## src/rtl/shift_sequencer.sv

```systemverilog
// Multi-cycle 32-bit shifter: one bit per clock, SLL or SRA, start-strobe / ready-pulse handshake.
// Latency N+2 cycles from the start edge to the ready pulse (N = shift amount).

// One-bit arithmetic right shift cell.
// Latency: combinational.
// Backpressure: none.
module shiftright_one (
  input  logic [31:0] din,
  output logic [31:0] dout
);

  assign dout = {din[31], din[31:1]};

endmodule

// Sequenced shifter, one bit of shift per clock with a captured direction.
// Latency: busy for N+1 cycles after the start edge, then a 1-cycle result-ready pulse.
// Backpressure: none; start strobes are ignored while busy, the caller stalls on busy.
module shift_sequencer (
  input  logic        clock,
  input  logic        reset,
  input  logic        ctrl_shift,
  input  logic        ctrl_dir,
  input  logic [31:0] data_operand,
  input  logic [4:0]  data_shamt,
  output logic [31:0] data_result,
  output logic        data_resultRDY,
  output logic        busy
);

  typedef enum logic [1:0] {
    S_IDLE = 2'd0,
    S_RUN  = 2'd1,
    S_DONE = 2'd2
  } state_t;

  state_t      state, state_nxt;
  logic [31:0] acc, acc_nxt;
  logic [4:0]  cnt, cnt_nxt;
  logic        dir, dir_nxt;

  logic [31:0] sra_step;
  logic [31:0] sll_step;

  shiftright_one u_sra (
    .din  (acc),
    .dout (sra_step)
  );

  assign sll_step = {acc[30:0], 1'b0};

  always_ff @(posedge clock or posedge reset) begin
    if (reset) begin
      state <= S_IDLE;
      acc   <= 32'h0000_0000;
      cnt   <= 5'd0;
      dir   <= 1'b0;
    end else begin
      state <= state_nxt;
      acc   <= acc_nxt;
      cnt   <= cnt_nxt;
      dir   <= dir_nxt;
    end
  end

  // DONE accepts a new start directly so back-to-back operations have no idle gap.
  always_comb begin
    state_nxt = state;
    acc_nxt   = acc;
    cnt_nxt   = cnt;
    dir_nxt   = dir;
    case (state)
      S_IDLE, S_DONE: begin
        if (ctrl_shift) begin
          acc_nxt   = data_operand;
          cnt_nxt   = data_shamt;
          dir_nxt   = ctrl_dir;
          state_nxt = S_RUN;
        end else begin
          state_nxt = S_IDLE;
        end
      end
      S_RUN: begin
        if (cnt == 5'd0) begin
          state_nxt = S_DONE;
        end else begin
          acc_nxt = dir ? sra_step : sll_step;
          cnt_nxt = cnt - 5'd1;
        end
      end
      default: begin
        state_nxt = S_IDLE;
      end
    endcase
  end

  assign data_result    = acc;
  assign busy           = (state == S_RUN);
  assign data_resultRDY = (state == S_DONE);

endmodule

```

## config.mk

```make
export PLATFORM = sky130hd
export DESIGN_NAME = shift_sequencer
export DESIGN_NICKNAME = d
export VERILOG_FILES = /design/src/rtl/shift_sequencer.sv
export SDC_FILE = /design/constraint.sdc
export NUM_CORES = 1
export LEC_CHECK = 0
export ABC_AREA = 0
export CAP_MARGIN = 10
export CORE_UTILIZATION = 32
export DETAILED_ROUTE_END_ITERATION = 10
export PLACE_DENSITY = 0.64
export SLEW_MARGIN = 20
export SYNTH_ARGS = -nofsm -noshare
export SYNTH_HDL_FRONTEND = slang
export SYNTH_SLANG_ARGS = --single-unit
```

## constraint.sdc

```tcl
create_clock -name clock -period 3 [get_ports clock]
set_input_delay 0.6 -clock clock [delete_from_list [all_inputs] [get_ports clock]]
set_output_delay 0.6 -clock clock [all_outputs]
set_load 0.01 [all_outputs]
```

======== Yosys cells after proc, flatten, opt, wreduce, memory -nomap -nowiden ========
Cells that the tools add are included.
storage, ports and cells
  input bits .............................. 41
  word-level logic and storage cells ...... 29
  register bits ........................... 40
  output and inout bits ................... 34
operators by class
  equal/unequal tests ..................... 6
  mux-type cells .......................... 10
  add/sub/neg operators ................... 1
  reduce and logical (&&, ||, !) cells .... 7
operators with widths
  operator                                                count
  2-to-1 mux 32 bit                                       3
  one-hot mux 32 bit (2 select lines)                     1
  2-to-1 mux 5 bit                                        2
  one-hot mux 5 bit (2 select lines)                      1
  inequality test 2 bit (second input constant)           3
  zero test 5 bit                                         1
  subtractor 5 x 1 -> 5 bit (second input constant)       1
  one-hot mux 2 bit (2 select lines)                      1
  AND reduction 4 bit                                     1
  AND reduction 3 bit                                     1
  == test 2 x 1 -> 1 bit (second input constant)          1
  == test 2 bit (second input constant)                   1
  zero test 2 bit                                         1
  2-to-1 mux 2 bit                                        1
  inequality test 2 x 1 -> 1 bit (second input constant)  1
  AND reduction 2 bit                                     1
  nonzero test 2 bit                                      1
  OR reduction 2 bit                                      1
  2-to-1 mux 1 bit                                        1

======== Logic depth before layout (Yosys ltp) ========
  word-level depth ........................ 4
  depth in mapped cells ................... 8
  depth with buffers taken out ............ 5

======== By module ========
Synthesis repeated with hierarchy kept, for this count alone.
unflattened totals
  cells, all modules ...................... 221
  area total of the unflattened synthesis .. 2761.4 um^2
modules (own cells, without submodules)
  module           times used  cells each  area each (um^2)
  shift_sequencer  1           189         2521.2
  shiftright_one   1           32          240.2

======== Least setup slack after synthesis ========
OpenSTA, ideal clock, no wires.
  kind .................................... register to register
  from .................................... reg cnt[0]
  to ...................................... reg acc[10], in the netlist data_result[10]
  stages on the path, launching flop included .. 9
  path slack .............................. 0.911 ns
  clock period less this slack ............ 2.089 ns
  data arrival time ....................... 1.964 ns
  path through ............................ dfrtp_1 -> inv_1 -> ha_1 -> or4b_4 -> buf_6 -> a21o_1 -> buf_6 -> buf_12 -> mux2_4
on the way
  cells in the longest elaborated chain, start to end .. 3
RTL lines
  element                                 line  RTL
  from (decl)                             39    logic [4:0] cnt, cnt_nxt;
  from (signal assigned)                  61    cnt <= cnt_nxt;
  zero test 5 bit                         84    if (cnt == 5'd0) begin
  inequality test 2 bit (no source line)  n/a
  AND reduction 3 bit (no source line)    n/a
  to (signal assigned)                    60    acc <= acc_nxt;
  to (decl)                               38    logic [31:0] acc, acc_nxt;
No other way between the ends.
A chain may end at the register's enable or synchronous reset.

======== Worst setup path after layout ========
  from .................................... reg cnt[0]
  to ...................................... reg acc[8], in the netlist data_result[8]
Same word-level chain as after synthesis.

==> flow_summary.html <==
<table>
<tr><th>Metric</th><th>Value</th></tr>
<tr><th colspan="2">STA</th></tr>
<tr><td>Sum of negative setup slack</td><td>0 ns</td></tr>
<tr><td>Final count of hold timing violations</td><td>0</td></tr>
<tr><td>Final setup violation count</td><td>0</td></tr>
<tr><td>Final critical-path share of the clock period</td><td>77.0%</td></tr>
<tr><td>Min setup slack post-route</td><td>0.690 ns</td></tr>
<tr><td>Worst-margin pin slew</td><td>0.510 ns</td></tr>
<tr><td>Number of pins exceeding their max-slew limit in the final report</td><td>0</td></tr>
<tr><td>Final Skew</td><td>0.00561 ns</td></tr>
<tr><td>Normalized max-slew margin</td><td>66.0%</td></tr>
<tr><td>RSZ-0062 raised after global routing</td><td>no</td></tr>
<tr><td>Peak Freq</td><td>0.433 GHz</td></tr>
<tr><td>Min cycle time layout</td><td>around 2.3 ns</td></tr>
<tr><th colspan="2">GRT</th></tr>
<tr><td>Congestion Overflow GR</td><td>0</td></tr>
<tr><td>Initial antenna violation count</td><td>0</td></tr>
<tr><td>GRT Total Usage</td><td>between 10 and 15%</td></tr>
<tr><td>Vias in the first global route</td><td>1735</td></tr>
<tr><td>Global-route wire length before repair</td><td>9080 um</td></tr>
<tr><td>Largest net degree at the start of global routing</td><td>41</td></tr>
<tr><th colspan="2">Layout</th></tr>
<tr><td>Area grow syn2layout</td><td>36.4%</td></tr>
<tr><td>Count of nets after finishing</td><td>around 300</td></tr>
<tr><td>Final antenna diode count</td><td>0</td></tr>
<tr><td>Layout cells sized above 1</td><td>40.3%</td></tr>
<tr><th colspan="2">Worst hold path</th></tr>
<tr><td>Destination of the worst hold path</td><td>cnt[4]$_DFFE_PP0P_</td></tr>
<tr><td>Worst Hold Launch</td><td>cnt[4]$_DFFE_PP0P_</td></tr>
<tr><td>Cells on Worst Hold Path</td><td>1</td></tr>
<tr><td>Kind of path behind the tightest hold check</td><td>reg -&gt; reg</td></tr>
<tr><th colspan="2">Clock network</th></tr>
<tr><td>Max clock buf depth</td><td>2</td></tr>
<tr><td>CTS Hold Buffers Added</td><td>0</td></tr>
<tr><td>Number of buffers inserted to repair setup after CTS</td><td>0</td></tr>
<tr><td>Clock Tree Root</td><td>clkbuf_8</td></tr>
<tr><td>Clock-pin slew on the worst setup and hold paths</td><td>around 0.080 ns</td></tr>
<tr><td>Total clock buffers created by CTS</td><td>5</td></tr>
<tr><td>Clock net sink count</td><td>40</td></tr>
<tr><td>Number of instances resized during post-cts repair</td><td>0</td></tr>
<tr><td>Clock insertion delay at the later pin of the skew report</td><td>around 0.28 ns</td></tr>
<tr><td>CTS tree</td><td>yes</td></tr>
<tr><td>Clock H-tree levels</td><td>2</td></tr>
<tr><th colspan="2">Placed design</th></tr>
<tr><td>Quantity of I/O buffers inserted on ports</td><td>74</td></tr>
<tr><td>Worst slack, placed</td><td>between 0.6 and 0.7 ns</td></tr>
<tr><td>RePlAce Congestion</td><td>0.701</td></tr>
<tr><td>Detail Placement HPWL</td><td>4090 um</td></tr>
<tr><th colspan="2">Logic synthesis</th></tr>
<tr><td>Post-Syn Instances</td><td>around 190</td></tr>
<tr><td>Post-synth EDFFs</td><td>0</td></tr>
<tr><td>Largest cells by area after synthesis</td><td>dfrtp_1 40%, mux2_2 29%, mux2_4 15%</td></tr>
<tr><td>Most area-hungry cell type in the Yosys netlist</td><td>dfrtp_1</td></tr>
<tr><td>Post-synth top flop</td><td>dfrtp_1</td></tr>
<tr><td>Fraction of registers with async set/reset</td><td>100%</td></tr>
<tr><td>Part of the Yosys area used for sequential elements</td><td>between 40% and 50%</td></tr>
<tr><td>Number of nets in the synthesized netlist</td><td>230</td></tr>
<tr><td>Top cell type's share of synthesized area</td><td>roughly two fifths</td></tr>
<tr><td>Total of flip-flops plus latches after synthesis</td><td>40</td></tr>
<tr><td>Most instantiated cells after synthesis</td><td>65 x mux2_2, 40 x dfrtp_1, 25 x mux2_4</td></tr>
<tr><td>Warning count from the yosys run</td><td>0</td></tr>
<tr><td>Number of distinct library cells after synthesis</td><td>31</td></tr>
<tr><td>Synth Cell Area</td><td>approximately 2500 um2</td></tr>
<tr><td>Top-count cell post-synth</td><td>mux2_2</td></tr>
<tr><td>Average instance area after synthesis</td><td>13.3 um2</td></tr>
<tr><th colspan="2">Critical path</th></tr>
<tr><td>Required time at the endpoint of the critical path</td><td>3.17 ns</td></tr>
<tr><td>Arrival time at the worst endpoint</td><td>between 2 and 2.5 ns</td></tr>
<tr><td>Capturing element type of the critical path</td><td>register</td></tr>
<tr><td>Top fanout value on the critical path</td><td>24</td></tr>
<tr><td>Type of element launching the critical path</td><td>register</td></tr>
<tr><td>R2r setup slk</td><td>0.69 ns</td></tr>
<tr><td>Worst flop-to-flop path startpoint</td><td>cnt[0]$_DFFE_PP0P_</td></tr>
<tr><td>Number of cells on the worst reg-to-reg path</td><td>6</td></tr>
<tr><td>Crit path kind</td><td>reg -&gt; reg</td></tr>
<tr><td>Reg-to-reg critical path endpoint</td><td>data_result[8]$_DFFE_PP0P_</td></tr>
<tr><th colspan="2">Power</th></tr>
<tr><td>Power per cell area</td><td>1210 nW/um2</td></tr>
<tr><td>Leakage power figure</td><td>between 1 and 1.5 nW</td></tr>
<tr><td>IR Drop Worst-Case VDD</td><td>about 490 uV</td></tr>
<tr><th colspan="2">Die</th></tr>
<tr><td>Area enclosed by the die boundary</td><td>8150 um2</td></tr>
<tr><td>Std cell rows</td><td>31</td></tr>
<tr><td>Die boundary width</td><td>90.3 um</td></tr>
<tr><td>Area of the core</td><td>7410 um2</td></tr>
<tr><td>Initial Util</td><td>33.7%</td></tr>
<tr><td>Count of pins on the block boundary</td><td>75</td></tr>
<tr><td>Die height</td><td>~90 um</td></tr>
<tr><th colspan="2">Routing</th></tr>
<tr><td>Via count</td><td>1752</td></tr>
<tr><td>Via count normalized by instance count</td><td>4.84</td></tr>
<tr><td>Number of optimization iterations in the first detailed-route pass</td><td>4</td></tr>
<tr><td>Post-detailed-route wirelength per cell</td><td>15.5 um</td></tr>
<tr><td>Initial DRC count</td><td>41</td></tr>
<tr><td>Final WL</td><td>5630 um</td></tr>
<tr><td>Final routed DRC violation total</td><td>0</td></tr>
<tr><td>Antenna Violating Nets Remaining</td><td>0</td></tr>
<tr><th colspan="2">Outcome</th></tr>
<tr><td>Run status</td><td>finished, final reports clean</td></tr>
<tr><th colspan="2">Flow run</th></tr>
<tr><td>Number of violations of the max-capacitance limit</td><td>0</td></tr>
</table>
## worst max-delay path by stage
stage	endpoint	depth (start not counted)	slack, ns	start
after floorplan	data_result[10]$_DFFE_PP0P_	8	0.91	cnt[0]$_DFFE_PP0P_
after global placement	data_result[27]$_DFFE_PP0P_	5	0.72	ctrl_shift
after detailed placement	data_result[22]$_DFFE_PP0P_	5	0.68	ctrl_shift
after CTS	data_result[22]$_DFFE_PP0P_	6	0.68	cnt[0]$_DFFE_PP0P_
after global routing	data_result[9]$_DFFE_PP0P_	6	0.62	cnt[0]$_DFFE_PP0P_
final	data_result[8]$_DFFE_PP0P_	6	0.69	cnt[0]$_DFFE_PP0P_
## power by group
part	switching [mW]	internal, mW	leakage [nW]
logic	0.876	1.73	0.926
registers	0.322	0.837	0.473
clock network	0.174	0.188	0.0455
## cell usage in the layout, fill, tap and decap left out, types with 3 or more instances in the layout
cell	n
a21oi_1	3
buf_4	6
clkbuf_8	6
clkdlybuf4s50_1	74
dfrtp_1	40
inv_1	5
mux2_2	65
mux2_4	25
nand2_1	6
nor2_1	4
nor2b_1	3
## sequential cells by signal, summed over array words and instances (netlist names)
register     count
dir              1
data_result     32
cnt              5
state            2
## final cells by class
class,count,area [um2]
Fill cell,676,4010
Inverter,6,22.5
Multi-Input combinational cell,128,1360
Clock buffer,8,90.1
Sequential cell,40,1000
Tap cell,99,124
Timing Repair Buffer,81,806
## kinds of logic after synthesis
group                      share of synthesized area [%]
and+or+nand+nor                                     4.51
buffers and inverters                               5.47
muxes                                               45.2
DFF                                                 40.1
adders and majority gates                          0.501
AOI/OAI and AO/OA                                   4.21
## routing by layer
| metal | vias up | routed length (um) | track usage [%] |
|---|---|---|---|
| met5 | - | 0 | 0 |
| met2 | 51 | 2640 | 21.8 |
| met4 | 0 | 46 | 3.63 |
| li1 | 828 | - | - |
| met3 | 5 | 306 | 3.96 |
| met1 | 868 | 2640 | 19.5 |
## critical path: stages (launching register included)
cell     delay, ns
dfrtp_1       0.41
inv_1         0.09
ha_1          0.22
or4b_4        0.55
a21o_2        0.37
buf_12        0.22
mux2_4        0.31
## through the flow
| step | hold slack [ns] | cell area, um2 | power (mW) | util [%] | std cells |
|---|---|---|---|---|---|
| final | 0.506 | 3400 | 4.12 | 45.9 | 362 |
| after global routing | 0.534 | 3400 | 4.39 | 45.9 | 362 |
| after floorplan | 0.466 | 2490 | 3.03 | - | 188 |
| after global placement | 0.498 | 3310 | 3.75 | 44.7 | 354 |
| after CTS | 0.514 | 3400 | 4.18 | 45.9 | 362 |
| after detailed placement | 0.502 | 3310 | 3.80 | 44.7 | 354 |
No activity file was read; power rests on OpenSTA's default activity.
